### src/rtl/riscv_core_divider.sv
// Multi-cycle radix-2 restoring divider for RV64M/RV32M-style DIV/REM ops.
// Operands arrive as magnitudes plus sign flags; the final sign fix-up and word sign-extension happen on entry to DONE.
module riscv_core_divider #(
    parameter int XLEN = 64
) (
    input  logic            i_divider_clk,
    input  logic            i_divider_rst,
    input  logic            i_divider_start,
    input  logic            i_divider_flush,
    input  logic [XLEN-1:0] i_divider_dividend,
    input  logic [XLEN-1:0] i_divider_divisor,
    input  logic [1:0]      i_divider_control,
    input  logic            i_divider_isword,
    input  logic            i_divider_dividend_neg,
    input  logic            i_divider_divisor_neg,
    output logic            o_divider_ready,
    output logic            o_divider_busy,
    output logic            o_divider_done,
    output logic [XLEN-1:0] o_divider_result
);

    localparam int HALF = XLEN / 2;
    localparam int CW   = $clog2(XLEN + 1);

    typedef enum logic [1:0] {
        S_IDLE = 2'd0,
        S_CALC = 2'd1,
        S_DONE = 2'd2
    } state_t;

    state_t          state_r;
    state_t          state_next_s;
    logic [CW-1:0]   count_r;
    logic [XLEN-1:0] rem_r;
    logic [XLEN-1:0] quo_r;
    logic [XLEN-1:0] divisor_r;
    logic [1:0]      control_r;
    logic            isword_r;
    logic            dividend_neg_r;
    logic            divisor_neg_r;
    logic [XLEN-1:0] result_r;

    logic [XLEN-1:0] in_dividend_s;
    logic [XLEN-1:0] in_divisor_s;
    logic            div_zero_s;
    logic            accept_s;
    logic            msb_s;
    logic [XLEN:0]   shifted_s;
    logic [XLEN-1:0] rem_next_s;
    logic [XLEN-1:0] quo_next_s;
    logic            last_step_s;

    function automatic logic [XLEN-1:0] width_mask(input logic isword);
        return isword ? {{HALF{1'b0}}, {HALF{1'b1}}} : {XLEN{1'b1}};
    endfunction

    // Sign fix-up, op select and word sign-extension; div-by-zero quotient is never negated.
    function automatic logic [XLEN-1:0] finalize(
        input logic [XLEN-1:0] q,
        input logic [XLEN-1:0] r,
        input logic [1:0]      ctrl,
        input logic            isword,
        input logic            dn,
        input logic            dvn,
        input logic            zero
    );
        logic            signed_op;
        logic            q_neg;
        logic            r_neg;
        logic [XLEN-1:0] val;
        signed_op = ~ctrl[0];
        q_neg     = signed_op & (dn ^ dvn) & ~zero;
        r_neg     = signed_op & dn;
        if (ctrl[1]) begin
            val = r_neg ? (~r + {{(XLEN-1){1'b0}}, 1'b1}) : r;
        end else begin
            val = q_neg ? (~q + {{(XLEN-1){1'b0}}, 1'b1}) : q;
        end
        if (isword) begin
            val = {{HALF{val[HALF-1]}}, val[HALF-1:0]};
        end
        return val;
    endfunction

    // Operand masking, start qualification and one restoring step.
    always_comb begin
        in_dividend_s = i_divider_dividend & width_mask(i_divider_isword);
        in_divisor_s  = i_divider_divisor & width_mask(i_divider_isword);
        div_zero_s    = (in_divisor_s == {XLEN{1'b0}});
        accept_s      = (state_r == S_IDLE) & i_divider_start & ~i_divider_flush;
        msb_s         = isword_r ? quo_r[HALF-1] : quo_r[XLEN-1];
        shifted_s     = {rem_r, msb_s};
        if (shifted_s >= {1'b0, divisor_r}) begin
            rem_next_s = shifted_s[XLEN-1:0] - divisor_r;
            quo_next_s = {quo_r[XLEN-2:0], 1'b1};
        end else begin
            rem_next_s = shifted_s[XLEN-1:0];
            quo_next_s = {quo_r[XLEN-2:0], 1'b0};
        end
        last_step_s = (count_r == (isword_r ? CW'(HALF - 1) : CW'(XLEN - 1)));
    end

    // Next-state logic.
    always_comb begin
        state_next_s = state_r;
        case (state_r)
            S_IDLE: begin
                if (accept_s) begin
                    state_next_s = div_zero_s ? S_DONE : S_CALC;
                end else begin
                    state_next_s = S_IDLE;
                end
            end
            S_CALC: begin
                if (i_divider_flush) begin
                    state_next_s = S_IDLE;
                end else if (last_step_s) begin
                    state_next_s = S_DONE;
                end else begin
                    state_next_s = S_CALC;
                end
            end
            S_DONE:  state_next_s = S_IDLE;
            default: state_next_s = S_IDLE;
        endcase
    end

    // State, operand capture, iteration datapath and result register.
    always_ff @(posedge i_divider_clk) begin
        if (i_divider_rst) begin
            state_r        <= S_IDLE;
            count_r        <= {CW{1'b0}};
            rem_r          <= {XLEN{1'b0}};
            quo_r          <= {XLEN{1'b0}};
            divisor_r      <= {XLEN{1'b0}};
            control_r      <= 2'b00;
            isword_r       <= 1'b0;
            dividend_neg_r <= 1'b0;
            divisor_neg_r  <= 1'b0;
            result_r       <= {XLEN{1'b0}};
        end else begin
            state_r <= state_next_s;
            case (state_r)
                S_IDLE: begin
                    if (accept_s) begin
                        count_r        <= {CW{1'b0}};
                        rem_r          <= {XLEN{1'b0}};
                        quo_r          <= in_dividend_s;
                        divisor_r      <= in_divisor_s;
                        control_r      <= i_divider_control;
                        isword_r       <= i_divider_isword;
                        dividend_neg_r <= i_divider_dividend_neg;
                        divisor_neg_r  <= i_divider_divisor_neg;
                        if (div_zero_s) begin
                            result_r <= finalize({XLEN{1'b1}}, in_dividend_s, i_divider_control,
                                                 i_divider_isword, i_divider_dividend_neg,
                                                 i_divider_divisor_neg, 1'b1);
                        end
                    end
                end
                S_CALC: begin
                    rem_r   <= rem_next_s;
                    quo_r   <= quo_next_s;
                    count_r <= count_r + {{(CW-1){1'b0}}, 1'b1};
                    if (last_step_s && !i_divider_flush) begin
                        result_r <= finalize(quo_next_s, rem_next_s, control_r, isword_r,
                                             dividend_neg_r, divisor_neg_r, 1'b0);
                    end
                end
                default: ;
            endcase
        end
    end

    assign o_divider_ready  = (state_r == S_IDLE);
    assign o_divider_busy   = (state_r == S_CALC) | (state_r == S_DONE);
    assign o_divider_done   = (state_r == S_DONE);
    assign o_divider_result = result_r;

endmodule

### config.mk
export PLATFORM = sky130hd
export DESIGN_NAME = riscv_core_divider
export DESIGN_NICKNAME = d
export VERILOG_FILES = /design/src/rtl/riscv_core_divider.sv
export SDC_FILE = /design/constraint.sdc
export NUM_CORES = 1
export LEC_CHECK = 0
export BUFFER_PORTS_ARGS = -buffer_cell sky130_fd_sc_hd__clkbuf_2
export CORE_ASPECT_RATIO = 0.75
export CORE_UTILIZATION = 50
export CTS_CLUSTER_SIZE = 8
export DETAILED_ROUTE_END_ITERATION = 10
export PLACE_DENSITY_LB_ADDON = 0.25
export SLEW_MARGIN = 30
export SYNTH_ARGS = -nofsm -noshare
export SYNTH_HDL_FRONTEND = slang
export SYNTH_SLANG_ARGS = --single-unit
### constraint.sdc
create_clock -name i_divider_clk -period 19.1 [get_ports i_divider_clk]
set_clock_uncertainty 0.05 [all_clocks]
set_input_delay 0.955 -clock i_divider_clk [delete_from_list [all_inputs] [get_ports i_divider_clk]]
set_output_delay 0.955 -clock i_divider_clk [all_outputs]
set_load 0.01 [all_outputs]
### Word level (Yosys, flattened, before mapping)

Index checks and enable logic that the tools add are counted.

* register bits: 270
* input bits: 137
* output and inout bits: 67
* word-level logic and storage cells: 72

* $add $sub $neg: 5
* magnitude comparators: 1
* eq/ne operators: 6
* mux-type cells: 27
* bitwise gates (word level): 15
* reduce and logical (&&, ||, !) cells: 8

Operators by type and width (number)
* 2-to-1 mux 64 bit: 14
* case mux 64 bit (2 select lines): 3
* adder 64 x 1 -> 64 bit (second input constant): 3
* inverter 64 bit: 3
* bitwise AND 64 bit: 2
* >= comparator 65 x 64 -> 1 bit: 1
* logical NOT 64 bit: 1
* subtractor 64 bit: 1
* case mux 7 bit (2 select lines): 1
* 2-to-1 mux 2 bit: 4
* adder 7 x 1 -> 7 bit (second input constant): 1
* equality test 7 x 6 -> 1 bit: 1
* 2-to-1 mux 7 bit: 1
* 2-to-1 mux 6 bit: 1
* bitwise AND 1 bit: 5
* inequality test 2 x 1 -> 1 bit (second input constant): 2
* case mux 2 bit (2 select lines): 1
* AND reduction 2 bit: 2
* AND reduction 4 bit: 1
* inverter 1 bit: 3
* equality test 2 x 1 -> 1 bit (second input constant): 1
* equality test 2 bit (second input constant): 1
* logical NOT 2 bit: 1
* 2-to-1 mux 1 bit: 2
* other kinds (6): 6

### Logic depth before layout (Yosys ltp)

Gate-level depths: netlist of run 1.

* word-level depth: 10
* depth in mapped cells: 28

### Worst setup path before layout of run 1

OpenSTA, ideal clock, no wires.

* kind: register -> register
* start: register isword_r
* end: register result_r[62], in the netlist o_divider_result[62]
* library setup time: 0.070 ns
* data arrival time: 6.426 ns
* setup slack: 12.554 ns
* cell stages (with the launch flop): 29
* buffers on the path: 6
* cells stage by stage: dfxtp_1 > clkbuf_1 > mux2i_1 > ha_1 > nor2b_1 > o211a_1 > o211ai_1 > nand2_1 > o211ai_2 > nand3_2 > inv_2 > buf_2 > buf_2 > buf_2 > clkbuf_1 > clkbuf_1 > mux2i_1 > inv_1 > ha_1 > nand2_1 > a2111oi_0 > nand4_1 > mux2i_1 > o22ai_1 > a21oi_1 > a41oi_1 > xnor2_1 > or4_1 > a21oi_1

* word-level cells in the longest chain between the ends: 10
* elaborated cells between the ends (all ways): 20
* classes of those cells: add/sub (3); order compare (1); eq/ne (2); mux (10); bitwise (2); reduce/logical (2)

Ends and longest elaborated chain
* start: declaration: line 38 `logic isword_r;`
* start signal: assignment: line 151 `isword_r <= i_divider_isword;`
* 2-to-1 mux 1 bit: line 91 `msb_s = isword_r ? quo_r[HALF-1] : quo_r[XLEN-1];`
* subtractor 64 bit or >= comparator 65 x 64 -> 1 bit (tied branches): line 94, 93
* 2-to-1 mux 64 bit or 2-to-1 mux 1 bit (tied branches): line 93 `if (shifted_s >= {1'b0, divisor_r}) begin`
* inverter 64 bit (on tied branches): line 75, 77
* adder 64 x 1 -> 64 bit (on tied branches): line 75, 77
* 2-to-1 mux 64 bit (on tied branches): line 75, 77
* 2-to-1 mux 64 bit: line 74 `if (ctrl[1]) begin`
* 2-to-1 mux 64 bit: line 79 `if (isword) begin`
* 2-to-1 mux 64 bit: line 165 `if (last_step_s && !i_divider_flush) begin`
* case mux 64 bit (2 select lines): line 143 `case (state_r)`
* end signal: assignment: line 140 `result_r <= {XLEN{1'b0}};`
* end signal: assignment: line 155 `result_r <= finalize({XLEN{1'b1}}, in_dividend_s, i_divider_control,`
* end signal: assignment: line 166 `result_r <= finalize(quo_next_s, rem_next_s, control_r, isword_r,`
* end: declaration: line 41 `logic [XLEN-1:0] result_r;`

Parallel ways exist; a longest one is shown, timed or not. The select of a mux whose other input is x is not followed.
A chain may end at the register's enable or synchronous reset.

### Final worst setup path of run 1

* start: register quo_r[31]
* end: register result_r[52], in the netlist o_divider_result[52]

* word-level cells in the longest chain between the ends: 10
* elaborated cells between the ends (all ways): 15
* classes of those cells: add/sub (3); order compare (1); mux (9); bitwise (2)

Ends and longest elaborated chain
* start: declaration: line 35 `logic [XLEN-1:0] quo_r;`
* start signal: assignment: line 134 `quo_r <= {XLEN{1'b0}};`
* start signal: assignment: line 148 `quo_r <= in_dividend_s;`
* start signal: assignment: line 163 `quo_r <= quo_next_s;`
* 2-to-1 mux 1 bit: line 91
* subtractor 64 bit or >= comparator 65 x 64 -> 1 bit (tied branches): line 94, 93
* 2-to-1 mux 64 bit or 2-to-1 mux 1 bit (tied branches): line 93
* inverter 64 bit (on tied branches): line 75, 77
* adder 64 x 1 -> 64 bit (on tied branches): line 75, 77
* 2-to-1 mux 64 bit (on tied branches): line 75, 77
* 2-to-1 mux 64 bit (*): line 74
* 2-to-1 mux 64 bit (*): line 79
* 2-to-1 mux 64 bit (*): line 165
* case mux 64 bit (2 select lines) (*): line 143

Every way passes the cells marked *; elsewhere a longest branch is shown, timed or not. The select of a mux whose other input is x is not followed.

==> flow_summary.ini, run 1 <==
[worst_setup_path]
crit_path_max_fanout = 44
critical_path_arrival_ns = 8.45
worstSetupEndpointType = flop
crit_start = quo_r[31]
worstPathRequired_ns = 19.54
crit_path_start_kind = flop
crit_type = flop to flop
worstReg2RegStart = quo_r[31]

[detailed_routing]
antenna_left = 0
initialDrtViolationCount = 3052
drc_errors = 0
routed_wirelength_mm = 87.5
wl_per_cell_um = 22.7
viasPerCell = 6.59
dr_total_vias = 25400
drtPass1Iterations = 7

[cts]
cts_buffers = 39
cts_resized = 0
post_cts_buffers = 0
cts_tree = done
cts_root_buf = clkbuf_16
path_clk_slew_ns = 0.05
cts_buffer_depth = 3
cts_max_level = 2
cts_hold_buf = 0
clock_latency_ns = 0.57
cts_sinks = 270

[placed_design]
placed_cell_area_sq_um = 24000
dp_hpwl_mm = 65.7
port-buffer-count = 203
preCtsSetupSlack_ns = 11.45
gp_congestion = 0.992

[logic_synthesis]
synthArstFlopShare_pct = 0
synth_edf_count = 0
netlist.top_cell.by_area = dfxtp_1
syn-cell-area_sq_um = 22800
ys_warn_count = 0
synth_top_flop_cell = dfxtp_1
ys_types = 104
syn-num-nets = 3426
synth.area.top_cells = dfxtp_1 24%, a21oi_1 7.9%, nor2_1 7.1%, nand2_1 5.0%, xnor2_1 4.4%
syn_avg_cell_area_sq_um = 7.09
yosysSeqAreaShare_pct = 23.7
ys_ff_latch = 270
synth_cells = 3217
synth_top_area_share_pct = 23.7

[timing]
period_needed_ns = 8.00
layout_setup_ws_ns = 11.10
max_freq_mhz = 125
setup_viol = 0
min_period_over_period_pct = 41.9
rsz0062_at_grt = no
hold_viol_final = 0
finalSetupTns_ns = 0
drv_slew = 0
hold_slack_ns = 0.396
maxSlewHeadroom_pct = 33.9
worst_slew_pin_slew_ns = 0.985

[power]
intPower_mw = 1.18
clockPowerShare_pct = 33.2
p_sw_share_pct = 38.8
seq_power_share_pct = 31.8
p_sw_mw = 0.747
irDropWorstVdd_mv = 0.0684
pwr-share-comb_pct = 35.0
power_density_nw_per_um2 = 77.0
p_leak_nw = 10.0

[final_layout]
mostFrequentLayoutCells = 432 x nor2_1, 359 x a21oi_1, 304 x nand2_1, 269 x dfxtp_1, 202 x clkbuf_2
final_common_cell = nor2_1
n_antenna_cell = 0
nets = 3478
fin_util_pct = 55.8
drive_gt1_share_pct = 10.6
final_cell_area_sq_um = 25000
syn_to_final_growth_pct = 9.63

[global_route]
grt_overflow = 0
grt_pass1_wl_mm = 135
grt_start_max_net_pins = 143
grt_use_total_pct = 36.3
antenna_found_initial = 1
grt_pass1_vias = 23400

[floorplan]
num_rows = 67
design.portCount = 204
die_w_um = 249
core_sq_um = 44800
die-area_sq_um = 46500
start_util_pct = 50.9
die_y_um = 187

[min_path]
hold_path_class = flop to flop
hp-start = o_divider_result[27]

[run]
cap_viol_max_count = 0

[status]
status = finished, final reports clean
[layout make-up]
class	instances	area (sq um)
Sequential cell	270	5410
Clock buffer	42	1010
Fill cell	4402	19800
Inverter	100	375
Tap cell	586	733
Timing Repair Buffer	235	1280
Clock inverter	2	25.0
Multi-Input combinational cell	2623	16200
[layer usage]
metal | global-route usage, % | wire (um)
met5 | 0 | 0
met4 | 11.5 | 2690
met3 | 5.36 | 7650
met2 | 58.7 | 39300
met1 | 49.7 | 37900
[synth_stat cells (43+ instances only)]
cell,number
xnor2_1,114
ha_1,71
and3_1,54
clkbuf_1,164
xor2_1,95
a221oi_1,43
a211oi_1,74
inv_1,96
nor4_1,52
mux2i_1,73
a21oi_1,359
nand4_1,56
nand2_1,305
dfxtp_1,270
nor3_1,120
o21ai_0,155
nor2_1,434
[sequential cells by signal, summed over array words and instances, names as in the netlist]
register          flops
o_divider_result     64
dividend_neg_r        1
isword_r              1
count_r               7
state_r               2
divisor_neg_r         1
divisor_r            64
quo_r                64
rem_r                64
control_r             2
[power groups by stage]
stage / sequential [mW] / clock [mW] / combinational [mW]
floorplan: 0.615 / 0 / 0.457
global placement: 0.621 / 0 / 0.647
detailed placement: 0.622 / 0 / 0.651
CTS: 0.611 / 0.644 / 0.655
global route: 0.614 / 0.669 / 0.724
finish: 0.611 / 0.639 / 0.675
[through the flow]
step | power (mW) | cells
5_1_grt | 2.01 | 3858
4_1_cts | 1.91 | 3858
3_3_place_gp | 1.27 | 3814
2_1_floorplan | 1.07 | 3217
3_5_place_dp | 1.27 | 3814
6_report | 1.93 | 3858
[final timing paths]
check	to	slack, ns	depth (start not counted)
setup / recovery	o_divider_result[52]	11.10	22
hold / removal	o_divider_result[27]	0.40	1
setup reg to reg	o_divider_result[52]	11.10	22
hold reg to reg	o_divider_result[27]	0.40	1
[worst max-delay path, cell delays in order (launching register included)]
cell and delay, ns:
dfxtp_1 0.38, mux2i_1 0.55, ha_1 0.30, nor2b_1 0.07, o211a_1 0.25, o211ai_1 0.32, nand2_1 0.24, o211ai_2 0.55
nand3_4 0.57, inv_2 0.62, mux2i_1 0.20, inv_1 0.10, ha_1 0.21, nand2_1 0.09, a2111oi_1 0.87, nand4_1 0.23
mux2i_1 0.52, o211ai_1 0.41, nor4_2 0.68, a21oi_1 0.17, xor2_1 0.17, o221a_2 0.25, o21ai_1 0.10
[kinds of logic after synthesis]
group                    Yosys count  share of synthesized area (%)
XOR/XNOR                         209                           8.02
AO/OA/AOI/OAI                   1026                           29.3
flip-flops                       270                           23.7
multiplexers                      77                           3.40
adder cells (fa/ha/maj)           72                           3.98
AND/OR/NAND/NOR                 1239                           26.0
buffers and inverters            324                           5.64
Power figures use the tool's default switching activity.
==> run 2, diff against run 1 <==
==> constraint.sdc (replaced) <==
create_clock -name i_divider_clk -period 8.26 [get_ports i_divider_clk]
set_clock_uncertainty 0.05 [all_clocks]
set_input_delay 0.413 -clock i_divider_clk [delete_from_list [all_inputs] [get_ports i_divider_clk]]
set_output_delay 0.413 -clock i_divider_clk [all_outputs]
set_load 0.01 [all_outputs]
==> flow_summary.ini, run 2 (synthesized netlist as in run 1, its figures left out) <==
[floorplan]
design.portCount = 204
core_sq_um = 44800
die_w_um = 249
die-area_sq_um = 46500
die_y_um = 187
start_util_pct = 50.9
num_rows = 67

[worst_setup_path]
worstPathRequired_ns = 8.72
crit_type = flop to flop
worstReg2RegStart = quo_r[31]
crit_path_max_fanout = 16
reg2reg_to = o_divider_result[52]
crit_path_start_kind = flop
r2r_cells = 20
r2r_slack_ns = 1.09
critical_path_arrival_ns = 7.63
worstSetupEndpointType = flop

[timing]
rsz0062_at_grt = no
maxSlewHeadroom_pct = 27.4
period_needed_ns = 7.17
hold_viol_final = 0
worst_slew_pin_slew_ns = 1.09
finalSetupTns_ns = 0
drv_slew = 0
min_period_over_period_pct = 86.8
max_freq_mhz = 139
setup_viol = 0

[cts]
cts_sinks = 270
cts_root_buf = clkbuf_16
cts_buffers = 40
clock_latency_ns = 0.58
path_clk_slew_ns = 0.06
cts_max_level = 2
post_cts_buffers = 0
cts_resized = 0
cts_buffer_depth = 3
cts_hold_buf = 0
cts_tree = done

[detailed_routing]
dr_total_vias = 25500
initialDrtViolationCount = 2993
viasPerCell = 6.59
routed_wirelength_mm = 87.9
drc_errors = 0
antenna_left = 0
drtPass1Iterations = 6
wl_per_cell_um = 22.8

[min_path]
hold_path_class = input pin to flop
holdPathStages = 3
whs_endpoint = divisor_r[4]
hp-start = i_divider_divisor[4]

[power]
p_leak_nw = 10.0
irDropWorstVdd_mv = 0.171
power_density_nw_per_um2 = 179

[global_route]
antenna_found_initial = 1
grt_overflow = 0
grt_use_total_pct = 36.5
grt_pass1_wl_mm = 136
grt_pass1_vias = 23300
grt_start_max_net_pins = 103

[run]
cap_viol_max_count = 0

[placed_design]
port-buffer-count = 203
gp_congestion = 0.991
dp_hpwl_mm = 65.9

[final_layout]
final_common_cell = nor2_1
syn_to_final_growth_pct = 9.82
n_antenna_cell = 0
fin_util_pct = 55.9
fill_cells = 4403
nets = 3479
mostFrequentLayoutCells = 432 x nor2_1, 359 x a21oi_1, 304 x nand2_1, 269 x dfxtp_1, 202 x clkbuf_2
drive_gt1_share_pct = 10.7

[status]
status = finished, final reports clean
## run 2: cell types whose count changed in the layout (fill, tap and decap cells not counted), sizes merged
cell	change
clkbuf	+2
clkinv	+2
inv	+1
## run 2: cell type report
cell class / count / area, sq um / area share, %
inverter: 100 / 375 / 1.50
timing repair buffer: 235 / 1270 / 5.08
sequential: 270 / 5410 / 21.6
multi-input combinational: 2623 / 16200 / 64.6
tap: 586 / 733 / 2.93
clock inverter: 5 / 55.1 / 0.220
clock buffer: 44 / 1020 / 4.05
## run 2: worst max-delay path, stage by stage (launching register included)
cell and delay, ns:
dfxtp_1 0.38, mux2i_1 0.64, ha_1 0.33, nor2b_1 0.08, o211a_1 0.25, o211ai_1 0.34, nand2_1 0.27, o211ai_2 0.57
nand3_4 0.32, mux2i_1 0.33, ha_1 0.28, nand3_1 0.10, or3_1 0.35, or4_1 0.46, mux2i_1 0.49, o211ai_1 0.42
nor4_2 0.70, a21oi_1 0.17, xor2_1 0.17, o221a_2 0.25, o21ai_1 0.10
## run 2: worst max-delay path by stage
stage	slack, ns	startpoint	depth (start not counted)	end
after floorplan	1.71	isword_r	28	o_divider_result[62]
after global placement	1.66	quo_r[31]	18	o_divider_result[43]
after detailed placement	1.46	quo_r[31]	20	o_divider_result[52]
after CTS	1.42	quo_r[31]	20	o_divider_result[62]
after global routing	0.73	quo_r[31]	22	o_divider_result[62]
final	1.09	quo_r[31]	20	o_divider_result[52]
## run 2: through the flow
| stage | area, sq um | hold slack (ns) | instances | setup slack, ns | power (mW) |
|---|---|---|---|---|---|
| detailed placement | 24000 | 0.397 | 3814 | 1.46 | 2.94 |
| CTS | 25000 | 0.00578 | 3863 | 1.42 | 4.46 |
| finish | 25100 | 0.0177 | 3863 | 1.09 | 4.49 |
| floorplan | 22800 | 0.386 | 3217 | 1.71 | 2.48 |
| global placement | 24000 | 0.387 | 3814 | 1.66 | 2.93 |
| global route | 25100 | 0.0139 | 3863 | 0.731 | 4.67 |
## run 2: report_power, final
group / internal [mW] / switching (mW) / leakage, nW / total (mW)
Combinational: 0.515 / 1.04 / 7.30 / 1.56
Clock: 0.866 / 0.655 / 0.527 / 1.52
Sequential: 1.36 / 0.0579 / 2.20 / 1.41
Total: 2.74 / 1.75 / 10.0 / 4.49
## run 2: layer usage
metal / GRT usage [%] / vias to the layer above / wire [um]
met5: 0 / - / 0
met4: 11.6 / 0 / 2730
met3: 4.40 / 175 / 6550
met2: 59.0 / 1218 / 40000
met1: 50.5 / 12100 / 38600
li1: - / 11900 / -
